==> config.mk <==
export PLATFORM = sky130hd
export DESIGN_NAME = bp_nonsynth_commit_driver
export DESIGN_NICKNAME = d
export VERILOG_FILES = /design/src/rtl/bp_nonsynth_pkg.sv /design/src/rtl/bp_nonsynth_wb_queue.sv /design/src/rtl/bp_nonsynth_commit_driver.sv
export SDC_FILE = /design/constraint.sdc
export NUM_CORES = 1
export LEC_CHECK = 0
export BUFFER_PORTS_ARGS = -buffer_cell sky130_fd_sc_hd__buf_2
export CAP_MARGIN = 10
export CORE_MARGIN = 2
export CORE_UTILIZATION = 25
export CTS_CLUSTER_DIAMETER = 80
export DETAILED_ROUTE_END_ITERATION = 8
export PLACE_DENSITY = 0.53
export SLEW_MARGIN = 20
export SYNTH_ARGS = -nofsm -noshare
export SYNTH_HDL_FRONTEND = slang
export SYNTH_SLANG_ARGS = --single-unit
==> constraint.sdc <==
create_clock -name clk_i -period 5.46 [get_ports clk_i]
set_input_delay 0.819 -clock clk_i [delete_from_list [all_inputs] [get_ports clk_i]]
set_output_delay 0.819 -clock clk_i [all_outputs]
set_load 0.05 [all_outputs]
==> src/rtl/bp_nonsynth_pkg.sv <==
// Shared types and helpers for the bench-side commit/writeback driver.
package bp_nonsynth_pkg;

  localparam int unsigned bp_ts_width_lp = 8;

  typedef struct packed {
    logic [38:0] pc;
    logic [31:0] instr;
    logic        trap;
    logic [63:0] cause;
    logic        iwb;
    logic        fwb;
    logic [63:0] wdata;
    logic [6:0]  delay;
  } bp_nonsynth_commit_rec_s;

  typedef struct packed {
    logic                      fwb;
    logic [4:0]                rd;
    logic [63:0]               wdata;
    logic [bp_ts_width_lp-1:0] due;
  } bp_nonsynth_wb_entry_s;

  // Wrap-safe "ts has reached due": valid while the two are < 128 apart.
  function automatic logic due_reached(input logic [bp_ts_width_lp-1:0] ts,
                                       input logic [bp_ts_width_lp-1:0] due);
    logic [bp_ts_width_lp-1:0] diff;
    diff = ts - due;
    return ~diff[bp_ts_width_lp-1];
  endfunction

endpackage

==> src/rtl/bp_nonsynth_wb_queue.sv <==
// In-order pending-writeback FIFO; the head is offered once its due time is reached.
module bp_nonsynth_wb_queue
  import bp_nonsynth_pkg::*;
#(
  parameter int els_p        = 8,
  parameter int data_width_p = 64,
  parameter int addr_width_p = 5
) (
  input  logic                            clk_i,
  input  logic                            reset_n_i,
  input  logic                            push_i,
  input  logic                            push_fwb_i,
  input  logic [addr_width_p-1:0]         push_rd_i,
  input  logic [data_width_p-1:0]         push_wdata_i,
  input  logic [bp_ts_width_lp-1:0]       push_due_i,
  input  logic [bp_ts_width_lp-1:0]       ts_i,
  input  logic                            pop_i,
  output logic                            head_v_o,
  output logic                            head_fwb_o,
  output logic [addr_width_p-1:0]         head_rd_o,
  output logic [data_width_p-1:0]         head_wdata_o,
  output logic                            full_o,
  output logic [$clog2(els_p+1)-1:0]      count_o
);

  localparam int ptr_w = $clog2(els_p);
  localparam int cnt_w = $clog2(els_p+1);

  logic [els_p-1:0]                     fwb_q, fwb_d;
  logic [els_p-1:0][addr_width_p-1:0]   rd_q, rd_d;
  logic [els_p-1:0][data_width_p-1:0]   wdata_q, wdata_d;
  logic [els_p-1:0][bp_ts_width_lp-1:0] due_q, due_d;
  logic [ptr_w-1:0]                     wr_ptr_q, wr_ptr_d;
  logic [ptr_w-1:0]                     rd_ptr_q, rd_ptr_d;
  logic [cnt_w-1:0]                     count_q, count_d;

  always_comb begin
    fwb_d    = fwb_q;
    rd_d     = rd_q;
    wdata_d  = wdata_q;
    due_d    = due_q;
    wr_ptr_d = wr_ptr_q;
    rd_ptr_d = rd_ptr_q;
    count_d  = count_q;
    if (push_i) begin
      fwb_d[wr_ptr_q]   = push_fwb_i;
      rd_d[wr_ptr_q]    = push_rd_i;
      wdata_d[wr_ptr_q] = push_wdata_i;
      due_d[wr_ptr_q]   = push_due_i;
      wr_ptr_d          = wr_ptr_q + ptr_w'(1);
    end
    if (pop_i) begin
      rd_ptr_d = rd_ptr_q + ptr_w'(1);
    end
    if (push_i && !pop_i) begin
      count_d = count_q + cnt_w'(1);
    end else if (!push_i && pop_i) begin
      count_d = count_q - cnt_w'(1);
    end
  end

  always_ff @(posedge clk_i or negedge reset_n_i) begin
    if (!reset_n_i) begin
      fwb_q    <= '0;
      rd_q     <= '0;
      wdata_q  <= '0;
      due_q    <= '0;
      wr_ptr_q <= '0;
      rd_ptr_q <= '0;
      count_q  <= '0;
    end else begin
      fwb_q    <= fwb_d;
      rd_q     <= rd_d;
      wdata_q  <= wdata_d;
      due_q    <= due_d;
      wr_ptr_q <= wr_ptr_d;
      rd_ptr_q <= rd_ptr_d;
      count_q  <= count_d;
    end
  end

  assign head_v_o     = (count_q != '0) && due_reached(ts_i, due_q[rd_ptr_q]);
  assign head_fwb_o   = fwb_q[rd_ptr_q];
  assign head_rd_o    = rd_q[rd_ptr_q];
  assign head_wdata_o = wdata_q[rd_ptr_q];
  assign full_o       = (count_q == cnt_w'(els_p));
  assign count_o      = count_q;

endmodule

==> src/rtl/bp_nonsynth_commit_driver.sv <==
// Producer end of the commit/writeback interface: one commit pulse per record,
// with each record's register writeback released later, in commit order.
module bp_nonsynth_commit_driver
  import bp_nonsynth_pkg::*;
#(
  parameter int vaddr_width_p    = 39,
  parameter int instr_width_p    = 32,
  parameter int dword_width_p    = 64,
  parameter int reg_addr_width_p = 5,
  parameter int wb_els_p         = 8,
  parameter int max_delay_p      = 63
) (
  input  logic                              clk_i,
  input  logic                              reset_n_i,
  input  logic                              rec_v_i,
  output logic                              rec_ready_o,
  input  logic [vaddr_width_p-1:0]          rec_pc_i,
  input  logic [instr_width_p-1:0]          rec_instr_i,
  input  logic                              rec_trap_i,
  input  logic [dword_width_p-1:0]          rec_cause_i,
  input  logic                              rec_iwb_i,
  input  logic                              rec_fwb_i,
  input  logic [dword_width_p-1:0]          rec_wdata_i,
  input  logic [6:0]                        rec_delay_i,
  output logic                              instret_o,
  output logic                              trap_o,
  output logic [vaddr_width_p-1:0]          commit_pc_o,
  output logic [instr_width_p-1:0]          commit_instr_o,
  output logic [dword_width_p-1:0]          cause_o,
  output logic                              ird_w_v_o,
  output logic [reg_addr_width_p-1:0]       ird_addr_o,
  output logic [dword_width_p-1:0]          ird_data_o,
  output logic                              frd_w_v_o,
  output logic [reg_addr_width_p-1:0]       frd_addr_o,
  output logic [dword_width_p-1:0]          frd_data_o,
  output logic [$clog2(wb_els_p+1)-1:0]     pending_o
);

  localparam logic [6:0] max_delay_lp = 7'(max_delay_p);

  logic                         run_q, run_d;
  logic [bp_ts_width_lp-1:0]    ts_q, ts_d;
  logic                         instret_q, instret_d;
  logic                         trap_q, trap_d;
  logic [vaddr_width_p-1:0]     pc_q, pc_d;
  logic [instr_width_p-1:0]     instr_q, instr_d;
  logic [dword_width_p-1:0]     cause_q, cause_d;

  logic                         accept;
  logic                         push;
  logic [bp_ts_width_lp-1:0]    due;
  logic                         full;
  logic                         head_v;
  logic                         head_fwb;
  logic [reg_addr_width_p-1:0]  head_rd;
  logic [dword_width_p-1:0]     head_wdata;

  // run_q holds ready low for the first cycle after reset release.
  assign rec_ready_o = run_q & ~full;
  assign accept      = rec_v_i & rec_ready_o;
  assign push        = accept & ~rec_trap_i & (rec_iwb_i | rec_fwb_i);
  assign due         = ts_q + 8'd1 + {1'b0, rec_delay_i};

  always_comb begin
    run_d     = 1'b1;
    ts_d      = ts_q + 8'd1;
    instret_d = accept & ~rec_trap_i;
    trap_d    = accept & rec_trap_i;
    pc_d      = pc_q;
    instr_d   = instr_q;
    cause_d   = cause_q;
    if (accept) begin
      pc_d    = rec_pc_i;
      instr_d = rec_instr_i;
      cause_d = rec_trap_i ? rec_cause_i : '0;
    end
  end

  always_ff @(posedge clk_i or negedge reset_n_i) begin
    if (!reset_n_i) begin
      run_q     <= 1'b0;
      ts_q      <= '0;
      instret_q <= 1'b0;
      trap_q    <= 1'b0;
      pc_q      <= '0;
      instr_q   <= '0;
      cause_q   <= '0;
    end else begin
      run_q     <= run_d;
      ts_q      <= ts_d;
      instret_q <= instret_d;
      trap_q    <= trap_d;
      pc_q      <= pc_d;
      instr_q   <= instr_d;
      cause_q   <= cause_d;
    end
  end

  always_ff @(posedge clk_i) begin
    if (reset_n_i && accept) begin
      assert (rec_trap_i || !(rec_iwb_i && rec_fwb_i));
      assert (rec_delay_i <= max_delay_lp);
    end
  end

  // A record flagged for both register files is written to the FP file.
  bp_nonsynth_wb_queue #(
    .els_p       (wb_els_p),
    .data_width_p(dword_width_p),
    .addr_width_p(reg_addr_width_p)
  ) u_wb_queue (
    .clk_i       (clk_i),
    .reset_n_i   (reset_n_i),
    .push_i      (push),
    .push_fwb_i  (rec_fwb_i),
    .push_rd_i   (rec_instr_i[11:7]),
    .push_wdata_i(rec_wdata_i),
    .push_due_i  (due),
    .ts_i        (ts_q),
    .pop_i       (head_v),
    .head_v_o    (head_v),
    .head_fwb_o  (head_fwb),
    .head_rd_o   (head_rd),
    .head_wdata_o(head_wdata),
    .full_o      (full),
    .count_o     (pending_o)
  );

  assign instret_o      = instret_q;
  assign trap_o         = trap_q;
  assign commit_pc_o    = pc_q;
  assign commit_instr_o = instr_q;
  assign cause_o        = cause_q;
  assign ird_w_v_o      = head_v & ~head_fwb;
  assign ird_addr_o     = head_rd;
  assign ird_data_o     = head_wdata;
  assign frd_w_v_o      = head_v & head_fwb;
  assign frd_addr_o     = head_rd;
  assign frd_data_o     = head_wdata;

endmodule

==> metrics.txt <==
Post-CTS Hold Buffers 0; Post-Syn Area per Cell 10.3 um2; hpwl dp 65200 um; DRC 0; GP Congestion 0.758; Post-synth EDFFs 0; CTS root buf clkbuf_16; drt first pass iters 5; share of layout cells above drive strength 1 0.292; Switch Pwr 11.3 mW; initial antenna violation count 14; routed via count 25300; top-area cell type share of the netlist area 0.554; CTS tree done; register area share after synthesis 0.554; WL final 108000 um; unrepaired setup endpoints after global routing false; # IOs 494; largest cells by area after synthesis dfrtp_1 55%, nand2_1 18%, mux4_2 9.8%; DRT iter0 DRCs approximately 1500; number of antenna diodes 0; Synth Register Bits 780; minimum clock period 5020 ps; H-tree Lvls 3; maximum resistive drop on vdd 0.631 mV; routed wire length per instance 18.9 um; worst clock skew 20.0 ps; CTS Buf Count 96; status completed; Critical Path Sink Type primary output; most frequent cells in the layout 1675 x nand2_1, 777 x dfrtp_1, 492 x buf_2; cts repair resizes 0; row cnt 137; Fin Setup TNS 0 ps; Slew headroom 0.303; ANT nets after route 0; CTS sink cnt 780; count of final hold-check violations 0; hold crit path type input pin to async pin; via/cell ratio around 4.4; gr usage total 0.150; power share of the clock group 0.239; Async S/R FF share, synth 1.00; sw frac 0.422; Initial Util 0.252; vias in the first global route ~26000; ys flop type dfrtp_1; CP Launch Type register; Worst-path clk slew 60 ps; final worst-path setup slack about 440 ps; kind of critical path register to primary output; synthesized area 35200 um2; Critical Path Fanout Max 41; setup violators final 0; number of distinct library cells after synthesis 46; PwrDens 634 nW/um2; full die area 144000 um2; area leader, netlist dfrtp_1; grt ovf 0; Synth warnings 0; commonest non-fill, non-tap cell in the layout nand2_1; worst-margin pin slew approximately 1000 ps; Std-Cell Core Area approximately 140000 um2; worst-skew pair later-pin latency ~700 ps; Area Growth Syn to Fin 20.0%; Die W 379 um; leakage power 22.0 nW; Setup Fix Bufs, Post-CTS 0; chip height between 300 and 400 um; CP arrival 4200 ps; syn nets 3665; Internal 15.5 mW; Max Root-Sink Buffers 3; Synth Instances 3432; pre-CTS setup slack 890 ps; Gate power share 0.419; input/output buffers between 400 and 500; Max Clk Rate 199 MHz; count of final max-slew check failures 0; Tcrit/Tclk final 0.920; largest net degree at the start of global routing about 130; Final nets about 4000; WP data required around 4600 ps; Seq pwr share 0.341; first-pass GRT wire length between 150000 and 200000 um; max cap viols 0
[synth_stat cells, types with 2 or more instances]
cell,count
dfrtp_1,780
clkbuf_1,110
a21o_1,4
or4_1,9
o21ai_0,39
o21bai_1,2
and3_1,3
and4_1,3
o211ai_1,7
nor2b_1,5
buf_4,84
xor2_1,6
buf_2,64
nand3_1,80
mux4_2,153
nand2_1,1675
nor3_1,3
xnor2_1,14
nand2b_1,3
ha_1,19
a21oi_1,6
mux2_2,226
buf_1,86
o21a_1,2
fa_1,2
nor2_1,10
mux2i_1,15
inv_1,4
[power groups by stage]
| stage | Clock (mW) | Sequential, mW | Combinational (mW) |
|---|---|---|---|
| global route | 6.85 | 9.40 | 12.1 |
| finish | 6.40 | 9.14 | 11.2 |
| detailed placement | 0 | 9.20 | 11.4 |
| global placement | 0 | 9.14 | 11.3 |
| floorplan | 0 | 9.65 | 8.56 |
| CTS | 6.62 | 9.14 | 11.4 |
[worst max-delay path, cell delays in order (launching register included)]
cell      delay (ps)
dfrtp_4          890
mux4_2           410
mux2i_1          250
ha_1             290
a211oi_1         230
a41oi_1          220
o21ai_0          250
nand3_1          420
nor2_1           240
buf_2            290
[area by class of cell]
cell class,instances,area [um2]
fill,14400,97400
sequential,780,19500
multi-input combinational,2303,14100
timing repair buffer,557,3070
clock buffer,144,2850
tap,1876,2350
clock inverter,33,340
inverter,4,15.0
[kinds of logic after synthesis]
family          Yosys count  share of synthesized area
simple gates           1803                      0.199
other cells               1                   0.000106
xor+xnor                 20                    0.00497
fa+ha+maj                21                    0.00789
compound gates           64                     0.0107
buf+inv                 349                     0.0486
flops                   780                      0.554
mux                     394                      0.174
[registers in the layout (all words and copies together), names as in the netlist]
register and cells:
u_wb_queue.rd_q 40, cause_o 64, u_wb_queue.rd_ptr_q 3, u_wb_queue.fwb_q 8
u_wb_queue.wdata_q 512, commit_pc_o 39, trap_o 1, u_wb_queue.wr_ptr_q 3
commit_instr_o 32, run_q 1, ts_q 8, instret_o 1
u_wb_queue.due_q 64, u_wb_queue.count_o 4
[final timing paths]
path                                                          from                                  end  slack (ps)  cells after the start
worst max register to register  u_wb_queue.rd_ptr_q[1]$_DFFE_PN0P_    u_wb_queue.count_o[3]$_DFFE_PN0P_         900                     15
worst min register to register              cause_o[8]$_DFFE_PN0P_               cause_o[8]$_DFFE_PN0P_         460                      2
max in group asynchronous                                reset_n_i  u_wb_queue.wdata_q[433]$_DFFE_PN0P_        3980                      2
worst max-delay path            u_wb_queue.rd_ptr_q[1]$_DFFE_PN0P_                            frd_w_v_o         440                      9
min in group clk_i                                    rec_pc_i[30]          commit_pc_o[30]$_DFFE_PN0P_         310                      3
worst min-delay path                                     reset_n_i  u_wb_queue.wdata_q[140]$_DFFE_PN0P_         150                      1
[stage by stage]
step / cell area, um2 / util / power, mW / hold slack [ps] / cells
after floorplan: 35200 / - / 18.2 / 441 / 3432
final: 42300 / 0.303 / 26.8 / 148 / 5697
after global placement: 39100 / 0.280 / 20.4 / 445 / 5520
after CTS: 42200 / 0.302 / 27.1 / 177 / 5697
after detailed placement: 39100 / 0.280 / 20.6 / 450 / 5520
after global routing: 42300 / 0.303 / 28.4 / 206 / 5697
[routing by layer]
metal	vias up	GRT usage	share of wire
met5	-	0	0.00067
met4	10	0.0441	0.026
met1	12800	0.203	0.45
li1	11700	-	-
met3	187	0.0359	0.064
met2	718	0.237	0.46
Note: power is estimated with default switching activity, not from simulation.
